<file path="src/rtl/mem_access_stage.sv">
// mem_access_stage: MEM pipeline stage; load/store and stack push/pop over a req/ack data-memory port, owns SP.
// Latency: 1 cycle for non-memory ops; memory ops run IDLE -> ACCESS (1+ cycles) -> DONE, 3 cycles minimum.
// Backpressure: stall is high from op detection in IDLE through ACCESS; ACCESS waits on dmem_ack
// (or aborts after TIMEOUT cycles when MEM_TIMEOUT_EN is defined, which also adds the bus_err port).
module mem_access_stage #(
   parameter logic [7:0] SP_INIT = 8'hFF
`ifdef MEM_TIMEOUT_EN
   ,
   parameter int TIMEOUT = 15
`endif
) (
   input  logic       clk,
   input  logic       rst,
   input  logic       mem_reg_write,
   input  logic       mem_mem_read,
   input  logic       mem_mem_write,
   input  logic [7:0] mem_alu_result,
   input  logic [7:0] mem_write_data,
   input  logic [1:0] mem_rd,
   input  logic [2:0] wb_result_mux_mem,
   input  logic       stack_push_mem,
   input  logic       stack_pop_mem,
   output logic       dmem_req,
   output logic       dmem_we,
   output logic [7:0] dmem_addr,
   output logic [7:0] dmem_wdata,
   input  logic [7:0] dmem_rdata,
   input  logic       dmem_ack,
   output logic       stall,
   output logic [7:0] sp_value,
   output logic       stack_err,
   output logic       wb_reg_write,
   output logic [1:0] wb_rd,
   output logic [7:0] wb_alu_result,
   output logic [7:0] wb_mem_data,
   output logic [2:0] wb_result_mux
`ifdef MEM_TIMEOUT_EN
   ,
   output logic       bus_err
`endif
);

   typedef enum logic [1:0] {
      IDLE   = 2'd0,
      ACCESS = 2'd1,
      DONE   = 2'd2
   } state_t;

   state_t     state_q;
   logic [7:0] sp_q;
   logic       stack_err_q;

   // Memory port registers, held constant for the whole ACCESS phase
   logic       dmem_req_q;
   logic       dmem_we_q;
   logic [7:0] dmem_addr_q;
   logic [7:0] dmem_wdata_q;

   // Op controls captured in IDLE, replayed to writeback in DONE
   logic       lat_reg_write_q;
   logic [1:0] lat_rd_q;
   logic [7:0] lat_alu_q;
   logic [2:0] lat_mux_q;
   logic       lat_push_q;
   logic       lat_pop_q;
   logic [7:0] rdata_q;

   logic       wb_reg_write_q;
   logic [1:0] wb_rd_q;
   logic [7:0] wb_alu_result_q;
   logic [7:0] wb_mem_data_q;
   logic [2:0] wb_result_mux_q;

`ifdef MEM_TIMEOUT_EN
   localparam int CNT_W = (TIMEOUT > 1) ? $clog2(TIMEOUT) : 1;
   logic [CNT_W-1:0] tmo_cnt_q;
   logic             bus_err_q;
`endif

   logic       op;
   logic       acc_we_d;
   logic [7:0] acc_addr_d;

   assign op = mem_mem_read | mem_mem_write | stack_push_mem | stack_pop_mem;

   // Upstream freezes as soon as an op is seen and until the access completes
   assign stall = (state_q == ACCESS) || ((state_q == IDLE) && op);

   // Access selection by priority: push > pop > write > read
   always_comb begin
      acc_we_d   = 1'b0;
      acc_addr_d = mem_alu_result;
      if (stack_push_mem) begin
         acc_we_d   = 1'b1;
         acc_addr_d = sp_q;
      end else if (stack_pop_mem) begin
         acc_we_d   = 1'b0;
         acc_addr_d = sp_q + 8'd1;
      end else if (mem_mem_write) begin
         acc_we_d   = 1'b1;
      end
   end

   // Sequencer: op capture, memory handshake, SP update and registered MEM/WB bundle
   always_ff @(posedge clk) begin
      if (rst) begin
         state_q         <= IDLE;
         sp_q            <= SP_INIT;
         stack_err_q     <= 1'b0;
         dmem_req_q      <= 1'b0;
         dmem_we_q       <= 1'b0;
         dmem_addr_q     <= 8'h00;
         dmem_wdata_q    <= 8'h00;
         lat_reg_write_q <= 1'b0;
         lat_rd_q        <= 2'd0;
         lat_alu_q       <= 8'h00;
         lat_mux_q       <= 3'd0;
         lat_push_q      <= 1'b0;
         lat_pop_q       <= 1'b0;
         rdata_q         <= 8'h00;
         wb_reg_write_q  <= 1'b0;
         wb_rd_q         <= 2'd0;
         wb_alu_result_q <= 8'h00;
         wb_mem_data_q   <= 8'h00;
         wb_result_mux_q <= 3'd0;
`ifdef MEM_TIMEOUT_EN
         tmo_cnt_q       <= '0;
         bus_err_q       <= 1'b0;
`endif
      end else begin
         // Bubble by default; IDLE-without-op and DONE override below
         wb_reg_write_q  <= 1'b0;
         wb_rd_q         <= 2'd0;
         wb_alu_result_q <= 8'h00;
         wb_mem_data_q   <= 8'h00;
         wb_result_mux_q <= 3'd0;
         case (state_q)
            IDLE: begin
               if (op) begin
                  lat_reg_write_q <= mem_reg_write;
                  lat_rd_q        <= mem_rd;
                  lat_alu_q       <= mem_alu_result;
                  lat_mux_q       <= wb_result_mux_mem;
                  lat_push_q      <= stack_push_mem;
                  lat_pop_q       <= stack_pop_mem & ~stack_push_mem;
                  rdata_q         <= 8'h00;
`ifdef MEM_TIMEOUT_EN
                  tmo_cnt_q       <= '0;
`endif
                  if (stack_push_mem && stack_pop_mem) begin
                     // Contradictory stack request: flag it and skip the memory access
                     stack_err_q <= 1'b1;
                     state_q     <= DONE;
                  end else begin
                     dmem_req_q   <= 1'b1;
                     dmem_we_q    <= acc_we_d;
                     dmem_addr_q  <= acc_addr_d;
                     dmem_wdata_q <= mem_write_data;
                     state_q      <= ACCESS;
                  end
               end else begin
                  wb_reg_write_q  <= mem_reg_write;
                  wb_rd_q         <= mem_rd;
                  wb_alu_result_q <= mem_alu_result;
                  wb_result_mux_q <= wb_result_mux_mem;
               end
            end
            ACCESS: begin
               if (dmem_ack) begin
                  rdata_q    <= dmem_rdata;
                  dmem_req_q <= 1'b0;
                  state_q    <= DONE;
                  if (lat_push_q) begin
                     sp_q <= sp_q - 8'd1;
                     if (sp_q == 8'h00) stack_err_q <= 1'b1;
                  end else if (lat_pop_q) begin
                     sp_q <= sp_q + 8'd1;
                     if (sp_q == 8'hFF) stack_err_q <= 1'b1;
                  end
               end
`ifdef MEM_TIMEOUT_EN
               else if (tmo_cnt_q == CNT_W'(TIMEOUT - 1)) begin
                  // Abort: no data, SP untouched
                  rdata_q    <= 8'h00;
                  dmem_req_q <= 1'b0;
                  bus_err_q  <= 1'b1;
                  state_q    <= DONE;
               end else begin
                  tmo_cnt_q <= tmo_cnt_q + CNT_W'(1);
               end
`endif
            end
            DONE: begin
               wb_reg_write_q  <= lat_reg_write_q;
               wb_rd_q         <= lat_rd_q;
               wb_alu_result_q <= lat_alu_q;
               wb_mem_data_q   <= rdata_q;
               wb_result_mux_q <= lat_mux_q;
               state_q         <= IDLE;
            end
            default: state_q <= IDLE;
         endcase
      end
   end

   assign dmem_req      = dmem_req_q;
   assign dmem_we       = dmem_we_q;
   assign dmem_addr     = dmem_addr_q;
   assign dmem_wdata    = dmem_wdata_q;
   assign sp_value      = sp_q;
   assign stack_err     = stack_err_q;
   assign wb_reg_write  = wb_reg_write_q;
   assign wb_rd         = wb_rd_q;
   assign wb_alu_result = wb_alu_result_q;
   assign wb_mem_data   = wb_mem_data_q;
   assign wb_result_mux = wb_result_mux_q;
`ifdef MEM_TIMEOUT_EN
   assign bus_err       = bus_err_q;
`endif

endmodule

</file>
<file path="config.mk">
export PLATFORM = sky130hd
export DESIGN_NAME = mem_access_stage
export DESIGN_NICKNAME = d
export VERILOG_FILES = /design/src/rtl/mem_access_stage.sv
export SDC_FILE = /design/constraint.sdc
export NUM_CORES = 1
export LEC_CHECK = 0
export CAP_MARGIN = 20
export CORE_AREA = 10 10 90 92
export DETAILED_ROUTE_END_ITERATION = 10
export DIE_AREA = 0 0 100 102
export GPL_TIMING_DRIVEN = 0
export HOLD_SLACK_MARGIN = 0.1
export PLACE_DENSITY_LB_ADDON = 0.05
export SYNTH_ARGS = -nofsm -noshare
export SYNTH_HDL_FRONTEND = slang
export SYNTH_SLANG_ARGS = --single-unit
</file>
<file path="constraint.sdc">
create_clock -name clk -period 3.3 [get_ports clk]
set_clock_uncertainty 0.2 [all_clocks]
set_input_delay 0.66 -clock clk [delete_from_list [all_inputs] [get_ports clk]]
set_output_delay 0.66 -clock clk [all_outputs]
set_load 0.02 [all_outputs]
</file>
**After elaboration in Yosys (flattened, before gate mapping)**

Cells that the tools add are included.
Widths: inputs -> output; s select.

- $add $sub $neg: 2
- Multiply operators: 0
- Div/mod/pow operators: 0
- Magnitude comparators: 0
- Equal/unequal tests: 10
- Shifts and indexed selects: 0
- Multiplexer cells: 34
- Bitwise logic cells: 7
- Reductions and logical operators: 15

Operators with widths:

| operator | count |
|---|---|
| $mux 8 | 7 |
| $pmux 8 s2 | 2 |
| $mux 1 | 14 |
| $reduce_and 3->1 | 3 |
| $add 8x1->8 const B | 1 |
| $eq 8x8->1 const B | 1 |
| $logic_not 8->1 | 1 |
| $mux 2 | 4 |
| $pmux 2 s2 | 2 |
| $sub 8x1->8 const B | 1 |
| $reduce_and 7->1 | 1 |
| $ne 2x2->1 const B | 3 |
| $ne 3x2->1 const B | 2 |
| $pmux 1 s2 | 3 |
| $pmux 3 s2 | 1 |
| $reduce_and 2->1 | 2 |
| $reduce_and 4->1 | 1 |
| $reduce_bool 2->1 | 2 |
| $mux 3 | 1 |
| $ne 3x3->1 const B | 1 |
| $not 1->1 | 3 |
| $or 1x1->1 | 3 |
| $eq 2x1->1 const B | 1 |
| $eq 2x2->1 const B | 1 |
| 6 further kinds | 7 |

- Register bits: 75
- Bits in latches: 0
- Bits in writable memories: 0
- Memory bits (read-only): 0
- Input port bits: 37
- Output and inout port bits: 50
- Word-level logic and storage cells: 87
- Memories: 0

**Logic depth before layout (Yosys ltp)**

Gate-level depths: netlist of the first run.

- Depth in word-level cells: 6
- Depth in mapped cells: 7

**Worst setup path after synthesis of the first run**

Ideal clock, no wire load.

- Path type: input port to output port
- Start point: input port stack_push_mem
- End point: output port stall
- Arrival: 1282 ps
- Required time: 2440 ps
- Path slack: 1158 ps
- Stages on the path: 2
- Buffers on the path: 0
- Path through: nor4_1 > a21oi_1

- Cells in the longest elaborated chain, start to end: 4

Ends and longest elaborated chain:

| what | line | text |
|---|---|---|
| from (decl) | 21 | `input logic stack_push_mem,` |
| $or 1x1->1 (2 in series) | 84 | `assign op = mem_mem_read \| mem_mem_write \| stack_push_mem \| stack_pop_mem;` |
| $logic_and 1x1->1 | 87 | `assign stall = (state_q == ACCESS) \|\| ((state_q == IDLE) && op);` |
| $logic_or 1x1->1 | 87 |  |
| to (decl) | 29 | `output logic stall,` |

Every way passes these cells.

**Final worst setup path of the first run**

Same ends and word-level chain as after synthesis.

==> summary.md, run 1 <==
| Metric | Value |
|---|---|
| Status | completed |
| P per Cell Area | 509.5 mW/mm^2 |
| Vias in the first global route | 2,967 |
| CTS tree | yes |
| RSZ-0062 raised after global routing | false |
| Root buf cell | clkbuf_8 |
| Multi-input logic area | 0.001474 sq mm |
| Yosys Warn Count | 0 |
| Period utilisation layout | 0.9584 |
| Slew of the pin with the lowest slew margin | 881.3 ps |
| TritonCTS Buffers | 9 |
| Largest net degree at the start of global routing | 14 |
| Rel. slew slack | 0.4080 |
| Most common cell in the netlist | dfxtp_1 |
| CP Max Fanout | 6 |
| Drt drc | 0 |
| Pleak | 1.678 nW |
| WHS | 255.0 ps |
| DPL Wire Length | 6545 microns |
| Compound-Gate Fraction of Synth Area | 0.2010 |
| Critical Path Sink Type | primary output |
| Top cell type's share of synthesized area | 0.4787 |
| Number of flops mapped to enable cells by yosys | 0 |
| Final GP Congestion | 0.8376 |
| Multiplexer area fraction after synthesis | 0.009573 |
| CP dominant cell by count | clkdlybuf4s50_1 |
| Cell area after synthesis | 0.003137 sq mm |
| Tmin final | 3163 ps |
| Yosys top cell by area | dfxtp_1 |
| Row count | 29 |
| Final nets | 501 |
| Post-synthesis sequential area ratio | 0.4787 |
| Die Width | 100 microns |
| Initial antenna violation count | 0 |
| FF/Latch Area | 0.001501 sq mm |
| Crit path cell chain | clkdlybuf4s50_1, nor4_2, a21oi_1, clkdlybuf4s50_1 |
| Die area | 0.01020 sq mm |
| Critical path class | input port to primary output |
| Final wirelength | 9049 microns |
| Critical Path Max Stage Delay | 570 ps |
| First-pass GRT wire length | 14,650 microns |
| CP max-delay cell | clkdlybuf4s50_1 |
| GRT Overall Usage | 0.1756 |
| Initial core utilization | 0.4997 |
| Antenna-violating nets left | 0 |
| Largest family of logic cells by synthesized area | simple AND/OR/NAND/NOR gates |
| Number of diodes | 0 |
| Simple logic cell fraction of the synthesized area | 0.2341 |
| # Max-Cap Violations | 0 |
| Detailed-route wire length per cell | 16.66 microns |
| Achievable Freq | 0.3162 GHz |
| 1st-iter DRT viols | 210 |
| Layout cells sized above 1 | 0.08155 |
| Async SR Flop Fraction | 0 |
| HP Class | flip-flop to flip-flop |
| Xor/xnor cell area share of the yosys netlist | 0.01117 |
| Final setup TNS | 0 ps |
| Vias | 2,988 |
| GRT Residual Overflow | 0 |
| Synthesized net count | 404 |
| Peak VDD IR | 0.3093 mV |
| Slew Viols, Final | 0 |
| First-pass iteration count of the detailed router | 7 |
| CTS clk-pin slew, worst paths | 70 ps |
| Syn_area_per_cell | 8.617 sq um |
| Clock sinks | 75 |
| Hold_buf cts | 0 |
| Clk buf depth | 2 |
| Core area | 0.006277 sq mm |
| Die height | 102 microns |
| Crit start category | input port |
| Io pins | 87 |
| Quantity of I/O buffers inserted on ports | 86 |
| H-tree depth | 3 |
| Post-synth top cells | dfxtp_1, nand2_1, nor2_1 |
| Area grow syn2layout | 37.14% |
| Distinct cell type count after synthesis | 54 |
| Setup violators final | 0 |
| Synth Instances | 364 |
| Clock Latency Late Sink | 340 ps |
| Critical Path RT | 2440 ps |
| Top cells by area, synth | dfxtp_1, nand2_1, a21oi_1, a22oi_1, nor2_1 |
| Worst EP arrival | 2300 ps |
| Vias per inst | 5.503 |
| Flops & latches, synth | 75 |
| Final Hold Viols | 0 |
| Post-synthesis adder-cell area fraction | 0.01197 |
| Primary FF master, synth | dfxtp_1 |
| # fillers | 517 |
routing by layer:
layer | routed length (microns) | track usage
met3 | 701 | 0.06208
met5 | 0 | 0
met1 | 3880 | 0.2016
met4 | 138 | 0.06630
met2 | 4328 | 0.2952
cell families after synthesis:
logic type / count (synthesis)
mux: 3
flops: 75
compound gates: 95
xor+xnor: 4
simple gates: 149
buf+inv: 35
fa+ha+maj: 3
what timing repair did:
item                                    CTS  global route
endpoints found under the setup margin    0             1
setup buffers                             0             0
resized for setup                         0             1
critical path: cells and delay by family:
| family | cells | cell delay [ps] |
|---|---|---|
| AO/OA/AOI/OAI | 1 | 120 |
| AND/OR/NAND/NOR | 1 | 440 |
| buffers and inverters | 2 | 1090 |
worst paths after layout:
check | end | slack (ps) | cells past startpoint | start
worst max-delay path | stall | 140 | 4 | stack_push_mem
worst max register to register | sp_value[6] | 1140 | 5 | sp_value[0]
worst min register to register | dmem_wdata[7] | 250 | 2 | dmem_wdata[7]
worst min-delay path | dmem_wdata[7] | 250 | 2 | dmem_wdata[7]
flip-flops by register name, summed over array words and instances, names as in the netlist:
signal	flops
dmem_wdata	8
wb_rd	2
sp_value	8
lat_pop_q	1
lat_reg_write_q	1
dmem_addr	8
state_q	2
dmem_req	1
lat_push_q	1
wb_result_mux	3
rdata_q	8
wb_reg_write	1
lat_mux_q	3
wb_alu_result	8
dmem_we	1
stack_err	1
lat_rd_q	2
wb_mem_data	8
lat_alu_q	8
metrics by stage:
step                instance area, sq um  utilization  total power [mW]  worst slack, ps  std cells
finish                              4302       0.6853             2.192            137.3        543
global route                        4302       0.6853             2.295            88.55        543
CTS                                 4295       0.6843             2.205            11.55        543
detailed placement                  4094       0.6522             1.497            16.02        527
global placement                    4094       0.6522             1.489            83.43        527
floorplan                           3137            -             1.298             1158        364
layout make-up:
type,instances,share of cell area
Timing Repair Buffer,86,0.2001
Clock inverter,6,0.01483
Multi-Input combinational cell,254,0.3426
Tap cell,77,0.02240
Buffer,29,0.03374
Sequential cell,75,0.3490
Inverter,6,0.005236
Clock buffer,10,0.03200
cell usage in the layout, fill, tap and decap left out, types with 4 or more instances in the layout:
master            n
clkdlybuf4s50_1  86
nand2b_1          4
nor2_1           43
and3_1            9
buf_2             8
nor3_1            6
clkbuf_1         14
a21oi_1          37
a31oi_1           4
o21ai_0           4
nor2b_1           7
nand2_1          51
a22oi_1          24
dfxtp_1          75
clkbuf_8         10
inv_1             6
where the power goes:
part / internal (mW) / switching [mW]
sequential: 0.966 / 0.0346
combinational: 0.208 / 0.272
clock: 0.370 / 0.341
(Power assumes the default switching activity.)
==> run 2: changes to the inputs <==
CAP_MARGIN = 0   (was 20)
CORE_AREA = 10 10 100 102   (was 10 10 90 92)
DIE_AREA = 0 0 110 112   (was 0 0 100 102)
==> summary.md, run 2 (synthesized netlist as in run 1, its figures left out) <==
| Metric | Value |
|---|---|
| Crit start category | input port (unchanged) |
| Io pins | 87 (unchanged) |
| Clock Latency Late Sink | 350 ps (was 340 ps) |
| Critical path class | input port to primary output (unchanged) |
| Tmin final | 3142 ps (was 3163 ps) |
| Gate power share | 0.211 (was 0.219) |
| Internal Pwr Total | 1.605 mW (was 1.544 mW) |
| Slew Viols, Final | 0 (unchanged) |
| First-pass iteration count of the detailed router | 4 (was 7) |
| Most frequent cells in the layout | clkdlybuf4s50_1, dfxtp_1, nand2_1 (unchanged) |
| Final setup TNS | 0 ps (unchanged) |
| Slew of the pin with the lowest slew margin | 912.0 ps (was 881.3 ps) |
| # Max-Cap Violations | 0 (unchanged) |
| Setup violators final | 0 (unchanged) |
| Detailed-route wire length per cell | 16.24 microns (was 16.66 microns) |
| Worst Reg-to-Reg Cells | 5 (unchanged) |
| Final WS setup | 158.3 ps (was 137.3 ps) |
| Rel. slew slack | 0.3873 (was 0.4080) |
| Vias in the first global route | 2,884 (was 2,967) |
| Quantity of I/O buffers inserted on ports | 86 (unchanged) |
| GRT Overall Usage | 0.1508 (was 0.1756) |
| Clock sinks | 75 (unchanged) |
| Sw Pwr | 0.6762 mW (was 0.6481 mW) |
| Final GP Congestion | 0.8391 (was 0.8376) |
| Die height | 112 microns (was 102 microns) |
| TritonCTS Buffers | 9 (unchanged) |
| Final Hold Viols | 0 (unchanged) |
| Final nets | 501 (unchanged) |
| Critical Path Sink Type | primary output (unchanged) |
| 1st-iter DRT viols | 145 (was 210) |
| Hold_buf cts | 0 (unchanged) |
| Achievable Freq | 0.3183 GHz (was 0.3162 GHz) |
| Peak VDD IR | 0.3046 mV (was 0.3093 mV) |
| P per Cell Area | 522.3 mW/mm^2 (was 509.5 mW/mm^2) |
| Core area | 0.008051 sq mm (was 0.006277 sq mm) |
| Initial core utilization | 0.3896 (was 0.4997) |
| RSZ-0062 raised after global routing | false (unchanged) |
| Power consumption | 2.281 mW (was 2.192 mW) |
| Cell area after layout | 0.004368 sq mm (was 0.004302 sq mm) |
| Post-Place Setup Slack | -3.963 ps (was 16.02 ps) |
| # fillers | 780 (was 517) |
| Antenna-violating nets left | 0 (unchanged) |
| Status | completed (unchanged) |
| Worst EP arrival | 2280 ps (was 2300 ps) |
| Final Non-Filler Cells | 571 (was 543) |
| Critical Path RT | 2440 ps (about the same) |
| Drt drc | 0 (unchanged) |
| Cell count after placement | 555 (was 527) |
| HP Class | flip-flop to flip-flop (unchanged) |
| Largest net degree at the start of global routing | 15 (was 14) |
| Vias per inst | 5.063 (was 5.503) |
| Layout cells sized above 1 | 0.08155 (unchanged) |
| CTS tree | yes (unchanged) |
| WHS Path Cells | 2 (unchanged) |
| Period utilisation layout | 0.9520 (was 0.9584) |
| Multi-input logic area | 0.001483 sq mm (was 0.001474 sq mm) |
| Area grow syn2layout | 39.25% (was 37.14%) |
| H-tree depth | 3 (unchanged) |
| Initial antenna violation count | 0 (unchanged) |
| Final wirelength | 9275 microns (was 9049 microns) |
| CP Max Fanout | 6 (unchanged) |
| Share of total power in the clock network | 0.351 (was 0.324) |
| Number of diodes | 0 (unchanged) |
| Sequential power share | 0.438 (was 0.456) |
| DPL Wire Length | 6782 microns (was 6545 microns) |
| Die Width | 110 microns (was 100 microns) |
| First-pass GRT wire length | 14,880 microns (was 14,650 microns) |
| Root buf cell | clkbuf_8 (unchanged) |
| Row count | 33 (was 29) |
| GRT Residual Overflow | 0 (unchanged) |
| FF/Latch Area | 0.001501 sq mm (unchanged) |
| Pleak | 1.694 nW (was 1.678 nW) |
| Area after DPL | 0.004129 sq mm (was 0.004094 sq mm) |
| Switching Share | 0.2964 (was 0.2957) |
| Most common cell after layout, fill and taps aside | clkdlybuf4s50_1 (unchanged) |
| Die area | 0.01232 sq mm (was 0.01020 sq mm) |
| Clk buf depth | 2 (unchanged) |
| Vias | 2,891 (was 2,988) |
| CTS clk-pin slew, worst paths | 80 ps (was 70 ps) |
-- run 2: changes by cell type in the layout (fill, tap and decap cells not counted), sizes merged --
cell / delta
clkinv: +2
bufinv: +1
clkinvlp: -2
clkbuf: -1
-- run 2: worst paths after layout --
path | slack [ps] | endpoint | start
setup / recovery | 160 | stall | stack_push_mem
hold / removal | 260 | dmem_wdata[5] | dmem_wdata[5]
setup reg to reg | 1140 | sp_value[6] | sp_value[1]
hold reg to reg | 260 | dmem_wdata[5] | dmem_wdata[5]
-- run 2: power groups by stage --
stage / registers, mW / logic (mW) / clock network (mW)
final: 0.999 / 0.481 / 0.801
after global routing: 1.01 / 0.528 / 0.854
after CTS: 1.00 / 0.486 / 0.814
after detailed placement: 1.02 / 0.483 / 0
after global placement: 1.02 / 0.479 / 0
after floorplan: 1.06 / 0.241 / 0
-- run 2: through the flow --
stage,util,hold slack [ps]
finish,0.5425,257.3
global route,0.5425,275.3
CTS,0.5414,257.2
detailed placement,0.5128,245.5
global placement,0.5128,240.9
floorplan,-,236.0
-- run 2: layout make-up --
cell class                 count  area share
buffer                        29     0.03323
clock buffer                   9     0.02836
clock inverter                 7     0.02292
inverter                       6    0.005156
multi-input combinational    254      0.3394
sequential                    75      0.3437
tap                          105     0.03008
timing repair buffer          86      0.1971
-- run 2: per-layer routing --
metal,up-vias,wire length [microns],global-route usage,share of wire
li1,1474,-,-,-
met1,1340,4224,0.1911,0.46
met2,69,4248,0.2341,0.46
met3,8,714,0.04844,0.077
met4,0,88,0.05035,0.0095
met5,-,0,0,0
-- run 2: critical path: stages --
cell and delay (ps):
clkdlybuf4s50_1 540, nor4_4 400, a21oi_1 110, clkdlybuf4s50_1 570
-- run 2: repair_timing --
item	4_1_cts	5_1_grt
resized for setup	1	1
setup endpoints to repair	1	1
hold endpoints to repair	0	0
buffers inserted	0	0
cloned	0	0
